File: src/rtl/spec_uart_feeder_pkg.sv
// Shared constants and helpers for the UART feeder in front of the tsp solver.
// The ASCII values are the same ones tsp uses when it parses the problem file.
package spec_uart_feeder_pkg;

    typedef logic [7:0] byte_t;

    localparam byte_t ASCII_CR = 8'd13;
    localparam byte_t ASCII_LF = 8'd10;
    localparam byte_t ASCII_0  = 8'd48;
    localparam byte_t ASCII_9  = 8'd57;

    function automatic logic is_digit(input byte_t b);
        return (b >= ASCII_0) && (b <= ASCII_9);
    endfunction

endpackage

File: src/rtl/spec_uart_feeder_if.sv
// Byte handshake between the feeder and tsp.
//   ready_to_read : tsp -> feeder, tsp accepts a byte this cycle
//   specdata      : feeder -> tsp, byte at the FIFO head
//   has_specdata  : feeder -> tsp, byte valid and consumed this cycle
interface spec_uart_feeder_if;
    import spec_uart_feeder_pkg::*;

    logic  ready_to_read;
    byte_t specdata;
    logic  has_specdata;

    modport master (output specdata, output has_specdata, input ready_to_read);
    modport slave  (input specdata, input has_specdata, output ready_to_read);

endinterface

File: src/rtl/spec_uart_feeder_uart_rx_core.sv
// 8N1 UART receiver: 2-flop synchroniser, falling-edge start detect,
// mid-bit sampling with a down-counter bit timer.
// Ports:
//   clk, rst          : clock, async active-low reset
//   rxd               : raw serial line, idle high
//   rx_valid, rx_byte : one-cycle pulse with the received byte (good stop bit)
//   frame_err_pulse   : one-cycle pulse when the stop bit is sampled low
//
// state    | meaning
// ---------+-----------------------------------------------------
// ST_IDLE  | line idle, waiting for a falling edge on rxd_s
// ST_START | half-bit wait, then confirm the start bit is still low
// ST_DATA  | sample 8 data bits, LSB first, one per bit period
// ST_STOP  | sample the stop bit, emit byte or frame error
module uart_rx_core
    import spec_uart_feeder_pkg::*;
#(
    parameter int CLKS_PER_BIT = 868
) (
    input  logic  clk,
    input  logic  rst,
    input  logic  rxd,
    output logic  rx_valid,
    output byte_t rx_byte,
    output logic  frame_err_pulse
);

    localparam int CW = $clog2(CLKS_PER_BIT + 1);
    localparam logic [CW-1:0] HALF_LOAD = CW'(CLKS_PER_BIT / 2 - 1);
    localparam logic [CW-1:0] BIT_LOAD  = CW'(CLKS_PER_BIT - 1);

    localparam logic [1:0] ST_IDLE  = 2'd0;
    localparam logic [1:0] ST_START = 2'd1;
    localparam logic [1:0] ST_DATA  = 2'd2;
    localparam logic [1:0] ST_STOP  = 2'd3;

    logic          rxd_meta;
    logic          rxd_s;
    logic          rxd_prev;
    logic [1:0]    state;
    logic [CW-1:0] cnt;
    logic [2:0]    bit_idx;
    byte_t         shift_q;
    logic          edge_pend;
    logic          falling;
    logic          expired;

    assign falling = rxd_prev & ~rxd_s;
    assign expired = (cnt == '0);

    always_ff @(posedge clk or negedge rst) begin
        if (!rst) begin
            rxd_meta        <= 1'b1;
            rxd_s           <= 1'b1;
            rxd_prev        <= 1'b1;
            state           <= ST_IDLE;
            cnt             <= '0;
            bit_idx         <= '0;
            shift_q         <= '0;
            edge_pend       <= 1'b0;
            rx_valid        <= 1'b0;
            rx_byte         <= '0;
            frame_err_pulse <= 1'b0;
        end else begin
            rxd_meta        <= rxd;
            rxd_s           <= rxd_meta;
            rxd_prev        <= rxd_s;
            rx_valid        <= 1'b0;
            frame_err_pulse <= 1'b0;
            edge_pend       <= 1'b0;
            case (state)
                ST_IDLE: begin
                    // edge_pend covers a start edge that landed on the stop-sample cycle
                    if (falling || edge_pend) begin
                        cnt   <= HALF_LOAD;
                        state <= ST_START;
                    end
                end
                ST_START: begin
                    if (expired) begin
                        if (!rxd_s) begin
                            cnt     <= BIT_LOAD;
                            bit_idx <= '0;
                            state   <= ST_DATA;
                        end else begin
                            state <= ST_IDLE;
                        end
                    end else begin
                        cnt <= cnt - 1'b1;
                    end
                end
                ST_DATA: begin
                    if (expired) begin
                        shift_q <= {rxd_s, shift_q[7:1]};
                        cnt     <= BIT_LOAD;
                        if (bit_idx == 3'd7) begin
                            state <= ST_STOP;
                        end else begin
                            bit_idx <= bit_idx + 1'b1;
                        end
                    end else begin
                        cnt <= cnt - 1'b1;
                    end
                end
                default: begin
                    if (expired) begin
                        if (rxd_s) begin
                            rx_valid <= 1'b1;
                            rx_byte  <= shift_q;
                        end else begin
                            frame_err_pulse <= 1'b1;
                        end
                        edge_pend <= falling;
                        state     <= ST_IDLE;
                    end else begin
                        cnt <= cnt - 1'b1;
                    end
                end
            endcase
        end
    end

endmodule

File: src/rtl/spec_uart_feeder.sv
// UART front end for tsp: receives the problem file, folds CR/LF/CRLF
// into a single CR, and buffers bytes in a FIFO drained by tsp.
// Ports:
//   clk, rst   : clock, async active-low reset
//   uart_rxd   : raw serial line from the board pin
//   tsp_bus    : specdata / has_specdata / ready_to_read handshake
//   fifo_count : FIFO occupancy
//   frame_err  : sticky, a stop bit was sampled low
//   overflow   : sticky, a byte was dropped because the FIFO was full
module spec_uart_feeder
    import spec_uart_feeder_pkg::*;
#(
    parameter int CLKS_PER_BIT   = 868,
    parameter int FIFO_ADDR_BITS = 4
) (
    input  logic                    clk,
    input  logic                    rst,
    input  logic                    uart_rxd,
    spec_uart_feeder_if.master      tsp_bus,
    output logic [FIFO_ADDR_BITS:0] fifo_count,
    output logic                    frame_err,
    output logic                    overflow
);

    localparam int DEPTH = 1 << FIFO_ADDR_BITS;
    localparam logic [FIFO_ADDR_BITS:0] DEPTH_CNT = {1'b1, {FIFO_ADDR_BITS{1'b0}}};

    logic  rx_valid;
    byte_t rx_byte;
    logic  frame_err_pulse;

    uart_rx_core #(.CLKS_PER_BIT(CLKS_PER_BIT)) u_rx (
        .clk             (clk),
        .rst             (rst),
        .rxd             (uart_rxd),
        .rx_valid        (rx_valid),
        .rx_byte         (rx_byte),
        .frame_err_pulse (frame_err_pulse)
    );

    // line-ending normaliser
    logic  prev_was_cr;
    logic  prev_cr_n;
    logic  push_en;
    byte_t push_byte;

    always_comb begin
        push_en   = 1'b0;
        push_byte = rx_byte;
        prev_cr_n = prev_was_cr;
        if (rx_valid) begin
            if (rx_byte == ASCII_CR) begin
                push_en   = 1'b1;
                prev_cr_n = 1'b1;
            end else if (rx_byte == ASCII_LF) begin
                if (prev_was_cr) begin
                    prev_cr_n = 1'b0;
                end else begin
                    push_en   = 1'b1;
                    push_byte = ASCII_CR;
                end
            end else begin
                push_en   = 1'b1;
                prev_cr_n = 1'b0;
            end
        end
    end

    // FIFO
    byte_t                   mem [DEPTH];
    logic [FIFO_ADDR_BITS-1:0] wr_ptr;
    logic [FIFO_ADDR_BITS-1:0] rd_ptr;
    logic [FIFO_ADDR_BITS-1:0] rd_ptr_n;
    logic [FIFO_ADDR_BITS:0]   count;
    byte_t                   head_q;
    logic                    pop;
    logic                    push_ok;

    assign tsp_bus.has_specdata = tsp_bus.ready_to_read && (count != '0);
    assign tsp_bus.specdata     = head_q;
    assign pop                  = tsp_bus.has_specdata;
    // a pop in the same cycle frees the slot a full FIFO would otherwise refuse
    assign push_ok              = push_en && ((count != DEPTH_CNT) || pop);
    assign rd_ptr_n             = pop ? rd_ptr + 1'b1 : rd_ptr;
    assign fifo_count           = count;

    always_ff @(posedge clk) begin
        if (push_ok) begin
            mem[wr_ptr] <= push_byte;
        end
    end

    always_ff @(posedge clk or negedge rst) begin
        if (!rst) begin
            wr_ptr      <= '0;
            rd_ptr      <= '0;
            count       <= '0;
            head_q      <= '0;
            prev_was_cr <= 1'b0;
            frame_err   <= 1'b0;
            overflow    <= 1'b0;
        end else begin
            prev_was_cr <= prev_cr_n;
            if (frame_err_pulse) begin
                frame_err <= 1'b1;
            end
            if (push_en && !push_ok) begin
                overflow <= 1'b1;
            end
            if (push_ok) begin
                wr_ptr <= wr_ptr + 1'b1;
            end
            rd_ptr <= rd_ptr_n;
            case ({push_ok, pop})
                2'b10:   count <= count + 1'b1;
                2'b01:   count <= count - 1'b1;
                default: count <= count;
            endcase
            // head register tracks mem[rd_ptr]; the byte being written wins when it lands there
            if (push_ok || pop) begin
                if (push_ok && (wr_ptr == rd_ptr_n)) begin
                    head_q <= push_byte;
                end else begin
                    head_q <= mem[rd_ptr_n];
                end
            end
        end
    end

endmodule

File: src/flat_wrapper.sv
// flat-port wrapper written by rule: the top's interface ports become plain ports
module spec_uart_feeder_flat import spec_uart_feeder_pkg::*;
#(
    parameter int CLKS_PER_BIT   = 868,
    parameter int FIFO_ADDR_BITS = 4
)
  (clk, rst, uart_rxd, fifo_count, frame_err, overflow, tsp_bus_specdata, tsp_bus_has_specdata, tsp_bus_ready_to_read);
  spec_uart_feeder_if tsp_bus_i ();
  input  logic clk;
  input  logic rst;
  input  logic uart_rxd;
  output logic [FIFO_ADDR_BITS:0] fifo_count;
  output logic frame_err;
  output logic overflow;
  output wire logic [$bits(tsp_bus_i.specdata)-1:0] tsp_bus_specdata;
  output wire logic [$bits(tsp_bus_i.has_specdata)-1:0] tsp_bus_has_specdata;
  input wire logic [$bits(tsp_bus_i.ready_to_read)-1:0] tsp_bus_ready_to_read;
  assign tsp_bus_specdata = tsp_bus_i.specdata;
  assign tsp_bus_has_specdata = tsp_bus_i.has_specdata;
  assign tsp_bus_i.ready_to_read = tsp_bus_ready_to_read;
  spec_uart_feeder #(.CLKS_PER_BIT(CLKS_PER_BIT), .FIFO_ADDR_BITS(FIFO_ADDR_BITS)) u_core (.clk(clk), .rst(rst), .uart_rxd(uart_rxd), .tsp_bus(tsp_bus_i), .fifo_count(fifo_count), .frame_err(frame_err), .overflow(overflow));
endmodule
File: config.mk
export PLATFORM = sky130hd
export DESIGN_NAME = spec_uart_feeder_flat
export DESIGN_NICKNAME = d
export VERILOG_FILES = /design/src/rtl/spec_uart_feeder_pkg.sv /design/src/rtl/spec_uart_feeder_if.sv /design/src/rtl/spec_uart_feeder_uart_rx_core.sv /design/src/rtl/spec_uart_feeder.sv /design/src/flat_wrapper.sv
export SDC_FILE = /design/constraint.sdc
export NUM_CORES = 1
export LEC_CHECK = 0
export ABC_CLOCK_PERIOD_IN_PS = 2600
export BUFFER_PORTS_ARGS = -buffer_cell sky130_fd_sc_hd__buf_2
export CAP_MARGIN = 20
export CORE_MARGIN = 1
export CORE_UTILIZATION = 40
export CTS_BUF_LIST = sky130_fd_sc_hd__clkbuf_16
export CTS_CLUSTER_DIAMETER = 60
export DETAILED_ROUTE_END_ITERATION = 8
export SLEW_MARGIN = 0
export SYNTH_ARGS = -nofsm -noshare
export SYNTH_HDL_FRONTEND = slang
export SYNTH_SLANG_ARGS = --single-unit
File: constraint.sdc
create_clock -name clk -period 2.6 [get_ports clk]
set_input_delay 0.52 -clock clk [delete_from_list [all_inputs] [get_ports clk]]
set_output_delay 0.52 -clock clk [all_outputs]
set_load 0.005 [all_outputs]
## Word-level counts from Yosys, hierarchy flattened

Memories as Yosys holds them, arrays and structs flattened. A register that Yosys moved wholly into a read port is not among the register bits.
Index checks and enable logic that the tools add are counted.

| storage, ports and cells | value |
|---|---|
| input bits | 4 |
| memory bits (writable) | 128 |
| flip-flop bits (word level) | 53 |
| output and inout port bits | 16 |
| memories kept | 1 |
| word-level logic and storage cells | 102 |

Memory list:

| memory | depth | bits a word | rd ports | clocked after Yosys merged registers in | write ports | RTL line | RTL |
|---|---|---|---|---|---|---|---|
| u_core.mem | 16 | 8 | 1 | 1 | 1 | spec_uart_feeder.sv:70 | `byte_t mem [DEPTH];` |

| operators by class | value |
|---|---|
| equal/unequal tests | 16 |
| multiplexer cells | 39 |
| reduce and logical (&&, ||, !) cells | 20 |
| add/subtract/negate cells | 6 |
| bitwise gates (word level) | 3 |

Operator list:

| kind | number |
|---|---|
| $mux 10 | 5 |
| $mux 8 | 4 |
| $pmux 10 s3 | 1 |
| $eq 8x4->1 const B | 2 |
| $mux 1 | 15 |
| $mux 2 | 6 |
| $mux 3 | 4 |
| $ne 2x2->1 const B | 6 |
| $logic_not 10->1 | 1 |
| $pmux 5 s2 | 1 |
| $reduce_and 5->1 | 2 |
| $sub 10x1->10 const B | 1 |
| $add 4x1->4 const B | 2 |
| $pmux 2 s3 | 1 |
| $pmux 3 s2 | 1 |
| $reduce_and 3->1 | 2 |
| $reduce_bool 2->1 | 3 |
| $add 5x1->5 const B | 1 |
| $ne 5x5->1 const B | 1 |
| $reduce_bool 5->1 | 1 |
| $sub 5x1->5 const B | 1 |
| $eq 2x1->1 const B | 2 |
| $eq 2x2->1 const B | 2 |
| $mux 4 | 1 |
| 12 further kinds | 18 |

## Depth between registers and ports, before layout

| depth | value |
|---|---|
| depth in word-level cells | 7 |
| mapped depth | 13 |
| depth with buffers taken out | 12 |

## Modules after synthesis

From an unflattened synthesis, not the netlist that was laid out.

| second synthesis, totals | value |
|---|---|
| cell total of the unflattened synthesis | 705 |
| area, all modules | 9,165.0 um^2 |

By module, submodules not included:

| module | cells an instance | times used | area an instance (um^2) | seq. area each (um^2) |
|---|---|---|---|---|
| spec_uart_feeder | 535 | 1 | 7,235.7 | 4,444.3 |
| uart_rx_core | 170 | 1 | 1,929.4 | 929.6 |

## Worst setup path before layout

No wires, ideal clock.

| timing | value |
|---|---|
| path type | input to register |
| start | in tsp_bus_ready_to_read |
| end | reg u_core.count[4], in the netlist u_core.fifo_count[4] |
| library setup time | 0.133 ns |
| data required time | 2.467 ns |
| buffers on the path | 1 |
| arrival | 2.604 ns |
| stages on the path | 13 |
| slack | -0.137 ns |
| cell sequence | inv_1 > a21oi_1 > inv_2 > buf_2 > nor2_1 > inv_1 > fa_1 > inv_1 > a21o_1 > a21oi_1 > xnor2_1 > nand2_1 > xnor2_1 |

| on the way | value |
|---|---|
| word-level cells in the longest chain between the ends | 5 |
| elaborated cells between the ends (all ways) | 7 |
| classes of those cells | 2 x eq/ne; 1 x mux; 4 x reduce/logical |

Ends and longest elaborated chain:

| what | RTL line | RTL |
|---|---|---|
| start: declaration | flat_wrapper.sv:17 | `input wire logic [$bits(tsp_bus_i.ready_to_read)-1:0] tsp_bus_ready_to_read;` |
| $logic_and 1x1->1 (*) | spec_uart_feeder.sv:79 | `assign tsp_bus.has_specdata = tsp_bus.ready_to_read && (count != '0);` |
| $logic_or 1x1->1 | spec_uart_feeder.sv:83 | `assign push_ok = push_en && ((count != DEPTH_CNT) \|\| pop);` |
| $logic_and 1x1->1 | spec_uart_feeder.sv:83 |  |
| $eq 2x1->1 / $eq 2x2->1 (equally long branches) | spec_uart_feeder.sv:114 | `case ({push_ok, pop})` |
| $pmux 5 s2 / $reduce_bool 2->1 (equally long branches) | - |  |
| end signal: assignment | spec_uart_feeder.sv:115 | `2'b10: count <= count + 1'b1;` |
| end signal: assignment | spec_uart_feeder.sv:116 | `2'b01: count <= count - 1'b1;` |
| end signal: assignment | spec_uart_feeder.sv:117 | `default: count <= count;` |
| end: declaration | spec_uart_feeder.sv:74 | `logic [FIFO_ADDR_BITS:0] count;` |

Every way passes the cells marked *; elsewhere a longest branch is shown, timed or not.
A chain may end at the register's enable or synchronous reset.

## Worst setup path in the final report

| timing | value |
|---|---|
| start | reg u_core.rd_ptr[0] |
| end | reg u_core.head_q[1], in the netlist u_core.tsp_bus.specdata[1], read port of u_core.mem |

| on the way | value |
|---|---|
| word-level cells in the longest chain between the ends | 2 |

Ends and longest elaborated chain:

| what | RTL line | RTL |
|---|---|---|
| start: declaration | spec_uart_feeder.sv:72 | `logic [FIFO_ADDR_BITS-1:0] rd_ptr;` |
| start signal: assignment | spec_uart_feeder.sv:113 | `rd_ptr <= rd_ptr_n;` |
| $add 4x1->4 | spec_uart_feeder.sv:84 | `assign rd_ptr_n = pop ? rd_ptr + 1'b1 : rd_ptr;` |
| $mux 4 (*) | spec_uart_feeder.sv:84 |  |
| end: declaration | spec_uart_feeder.sv:75 | `byte_t head_q;` |

Marked as above.

==> flow_summary.json <==
{
  "holdWs_ns": 0.182,
  "io_pins": 20,
  "die_area_sq_um": 24800,
  "synth_seq_area_share_pct": 55.7,
  "ant_nets": 0,
  "leakagePower_uw": 0.00409,
  "ys_ff_latch": 189,
  "start_util_pct": 41.0,
  "numCtsBuffers": 17,
  "place_area_sq_um": 10400,
  "worst_ep_arrival_time_ns": 2.79,
  "crit_chain": "ha_1 > clkinv_1 > o211ai_1 > buf_4 > o32a_1 > o21ai_0 > a31oi_1 > buf_4 > a221oi_2",
  "slew_headroom_pct": 65.8,
  "drc": 0,
  "gp_congestion": 0.904,
  "grt_max_degree": 61,
  "fillers": 2106,
  "clock_skew_ns": 0.00982,
  "num_vias": 6372,
  "core.rowCount": 56,
  "power_uw": 10700,
  "status": "finished clean",
  "coreArea_sq_um": 23500,
  "slowest_stage": "dfrtp_4",
  "timing.final.crit_share_pct": 95.6,
  "synth_flop_cell": "edfxtp_1",
  "die_width_microns": 157,
  "powerDensity_nw_per_um2": 976,
  "antenna_found_initial": 0,
  "synth_edf_count": 128,
  "worstPathMaxFanout": 9,
  "max_stage_delay_ns": 0.50,
  "async_reset_ff_share_pct": 32.3,
  "antenna_cells": 0,
  "drt_iter0_drc": 578,
  "wl_per_cell_microns": 21.4,
  "htree_levels": 4,
  "final_nets": 784,
  "max_cap_violations": 0,
  "critPathCaptureType": "flip-flop",
  "final_hold_viol_count": 0,
  "drt-total-wl_microns": 23400,
  "finalSetupViolCount": 0,
  "first_global_vias": 6523,
  "drt_pass1_iterations": 5,
  "synth_area_sq_um": 9650,
  "clk_latency_ns": 0.44,
  "grt_pass1_wl_microns": 36300,
  "vias_per_cell": 5.82,
  "required_ns": 2.91,
  "max_freq_mhz": 402,
  "grt.overflow.total": 0,
  "synthCells": 717,
  "dpl.hpwl_microns": 15600,
  "track_usage_pct": 19.8,
  "drive_above_1_share_pct": 26.9,
  "cts_root_buffer": "clkbuf_16",
  "cts_tree": "yes",
  "path_class": "flip-flop to flip-flop",
  "fin_cells": 1095,
  "dp.cells": 1062,
  "syn-num-nets": 738,
  "slew_violations": 0,
  "fin_area_sq_um": 11000,
  "cts_buffer_depth": 2,
  "die_h_microns": 157,
  "cp-start-kind": "flip-flop",
  "cts.sinks": 189,
  "worst_pin_slew_ns": 0.512,
  "cts.clk_slew.worst_paths_ns": 0.07,
  "yosys_warnings": 0,
  "ys_types": 67,
  "syn2layout_area_growth_pct": 14.1,
  "syn_area_per_cell_sq_um": 13.5,
  "hold_path.class": "input port to flip-flop",
  "port_buffers": 19,
  "irDropWorstVdd_uv": 505,
  "fin_crit_ns": 2.49,
  "worst_path_most_repeated_cell": "buf_4"
}
[cell families after synthesis]
| group | Yosys count | synth area share [%] |
|---|---|---|
| DFF | 189 | 55.7 |
| AOI/OAI and AO/OA | 185 | 14.2 |
| and+or+nand+nor | 131 | 6.83 |
| muxes | 100 | 16.0 |
| buffers and inverters | 80 | 3.38 |
| adders and majority gates | 17 | 2.28 |
| xor gates and xnor gates | 15 | 1.66 |
[what timing repair did]
item | 4_1_cts | 5_1_grt
endpoints found under the setup margin | 0 | 17
endpoints found under the hold margin | 5 | 0
setup buffers | 0 | 0
resized for setup | 0 | 9
hold buffers | 1 | 0
[power breakdown]
group          switching, uW  leakage (uW)  total, uW  internal [uW]
sequential               255       0.00194       3690           3440
clock                   1170      0.000284       2450           1280
combinational           2690       0.00187       4600           1920
[critical path: cells and delay by family (launching register included)]
family	cells	cell delay, ns
AOI/OAI and AO/OA	5	0.79
buffers and inverters	3	0.65
adders and majority gates	1	0.40
DFF	1	0.50
[cell type report]
type / count / area [sq um] / share of cell area, %
multi-input cells: 448 / 4000 / 36.4
inverters: 28 / 105 / 0.954
clock buffers: 18 / 450 / 4.09
flip-flops and latches: 189 / 5380 / 48.8
repair buffers: 79 / 586 / 5.32
well taps: 319 / 399 / 3.62
clock inverters: 14 / 91.3 / 0.829
[final timing paths]
check / from / endpoint / slack, ns / cells after the start
max in group asynchronous: rst / u_core.rd_ptr[0] / 1.48 / 3
worst min-delay path: uart_rxd / u_core.u_rx.rxd_meta / 0.18 / 1
min in group asynchronous: rst / u_core.tsp_bus.specdata[2] / 0.44 / 2
worst max-delay path: u_core.rd_ptr[0] / u_core.tsp_bus.specdata[1] / 0.11 / 9
worst min register to register: u_core.u_rx.rxd_meta / u_core.u_rx.rxd_s / 0.36 / 0
worst max register to register: u_core.rd_ptr[0] / u_core.tsp_bus.specdata[1] / 0.11 / 9
[synthesized netlist by cell type (all sizes together) (13+ instances only)]
library cell	n	area share [%]
dfrtp	58	15
a21oi	24	1.3
clkbuf	32	1.3
inv	26	1.0
o21ai	26	1.3
nor2	46	1.8
edfxtp	128	40
mux2	35	4.1
nand2	30	1.2
mux2i	25	2.6
buf	20	1.0
mux4	40	9.3
a31oi	28	1.8
ha	16	2.1
a211oi	17	1.3
a21o	13	1.0
[flip-flops by register name, indices dropped and copies added, names as in the netlist, 2 cells and up]
signal / count
u_core.wr_ptr: 4
u_core.rd_ptr: 4
u_core.u_rx.state: 2
u_core.u_rx.bit_idx: 3
u_core.mem: 128
u_core.fifo_count: 5
u_core.u_rx.rx_byte: 8
u_core.u_rx.shift_q: 8
u_core.u_rx.cnt: 10
u_core.tsp_bus.specdata: 8
[per-stage QoR]
step | worst slack (ns) | TNS (ns) | utilization [%]
final | 0.114 | 0 | 46.8
after global routing | -0.0234 | -0.0393 | 46.8
after detailed placement | 0.0705 | 0 | 44.3
after global placement | 0.102 | 0 | 44.3
after CTS | 0.0478 | 0 | 46.6
after floorplan | 0.0347 | 0 | -
[routing by layer]
layer | GRT usage, % | vias up | part of all wire, %
met4 | 8.23 | 0 | 2.5
met5 | 0 | - | 0
met2 | 33.7 | 180 | 50
li1 | - | 2918 | -
met3 | 3.36 | 36 | 4.6
met1 | 25.1 | 3238 | 43
[cell usage in the layout, fill, tap and decap left out, types with 9 or more instances in the layout]
cell / count
a21oi_1: 22
buf_2: 19
edfxtp_1: 128
mux2_2: 35
nor2_1: 45
o21ai_0: 25
a221oi_1: 9
dfrtp_1: 56
nand2_1: 30
nor4_1: 11
and2_1: 9
xnor2_1: 9
mux4_2: 40
clkbuf_16: 18
a21o_1: 13
inv_1: 27
buf_4: 56
a211oi_1: 17
ha_1: 16
mux2i_1: 25
a31oi_1: 27
(Power assumes the default switching activity.)
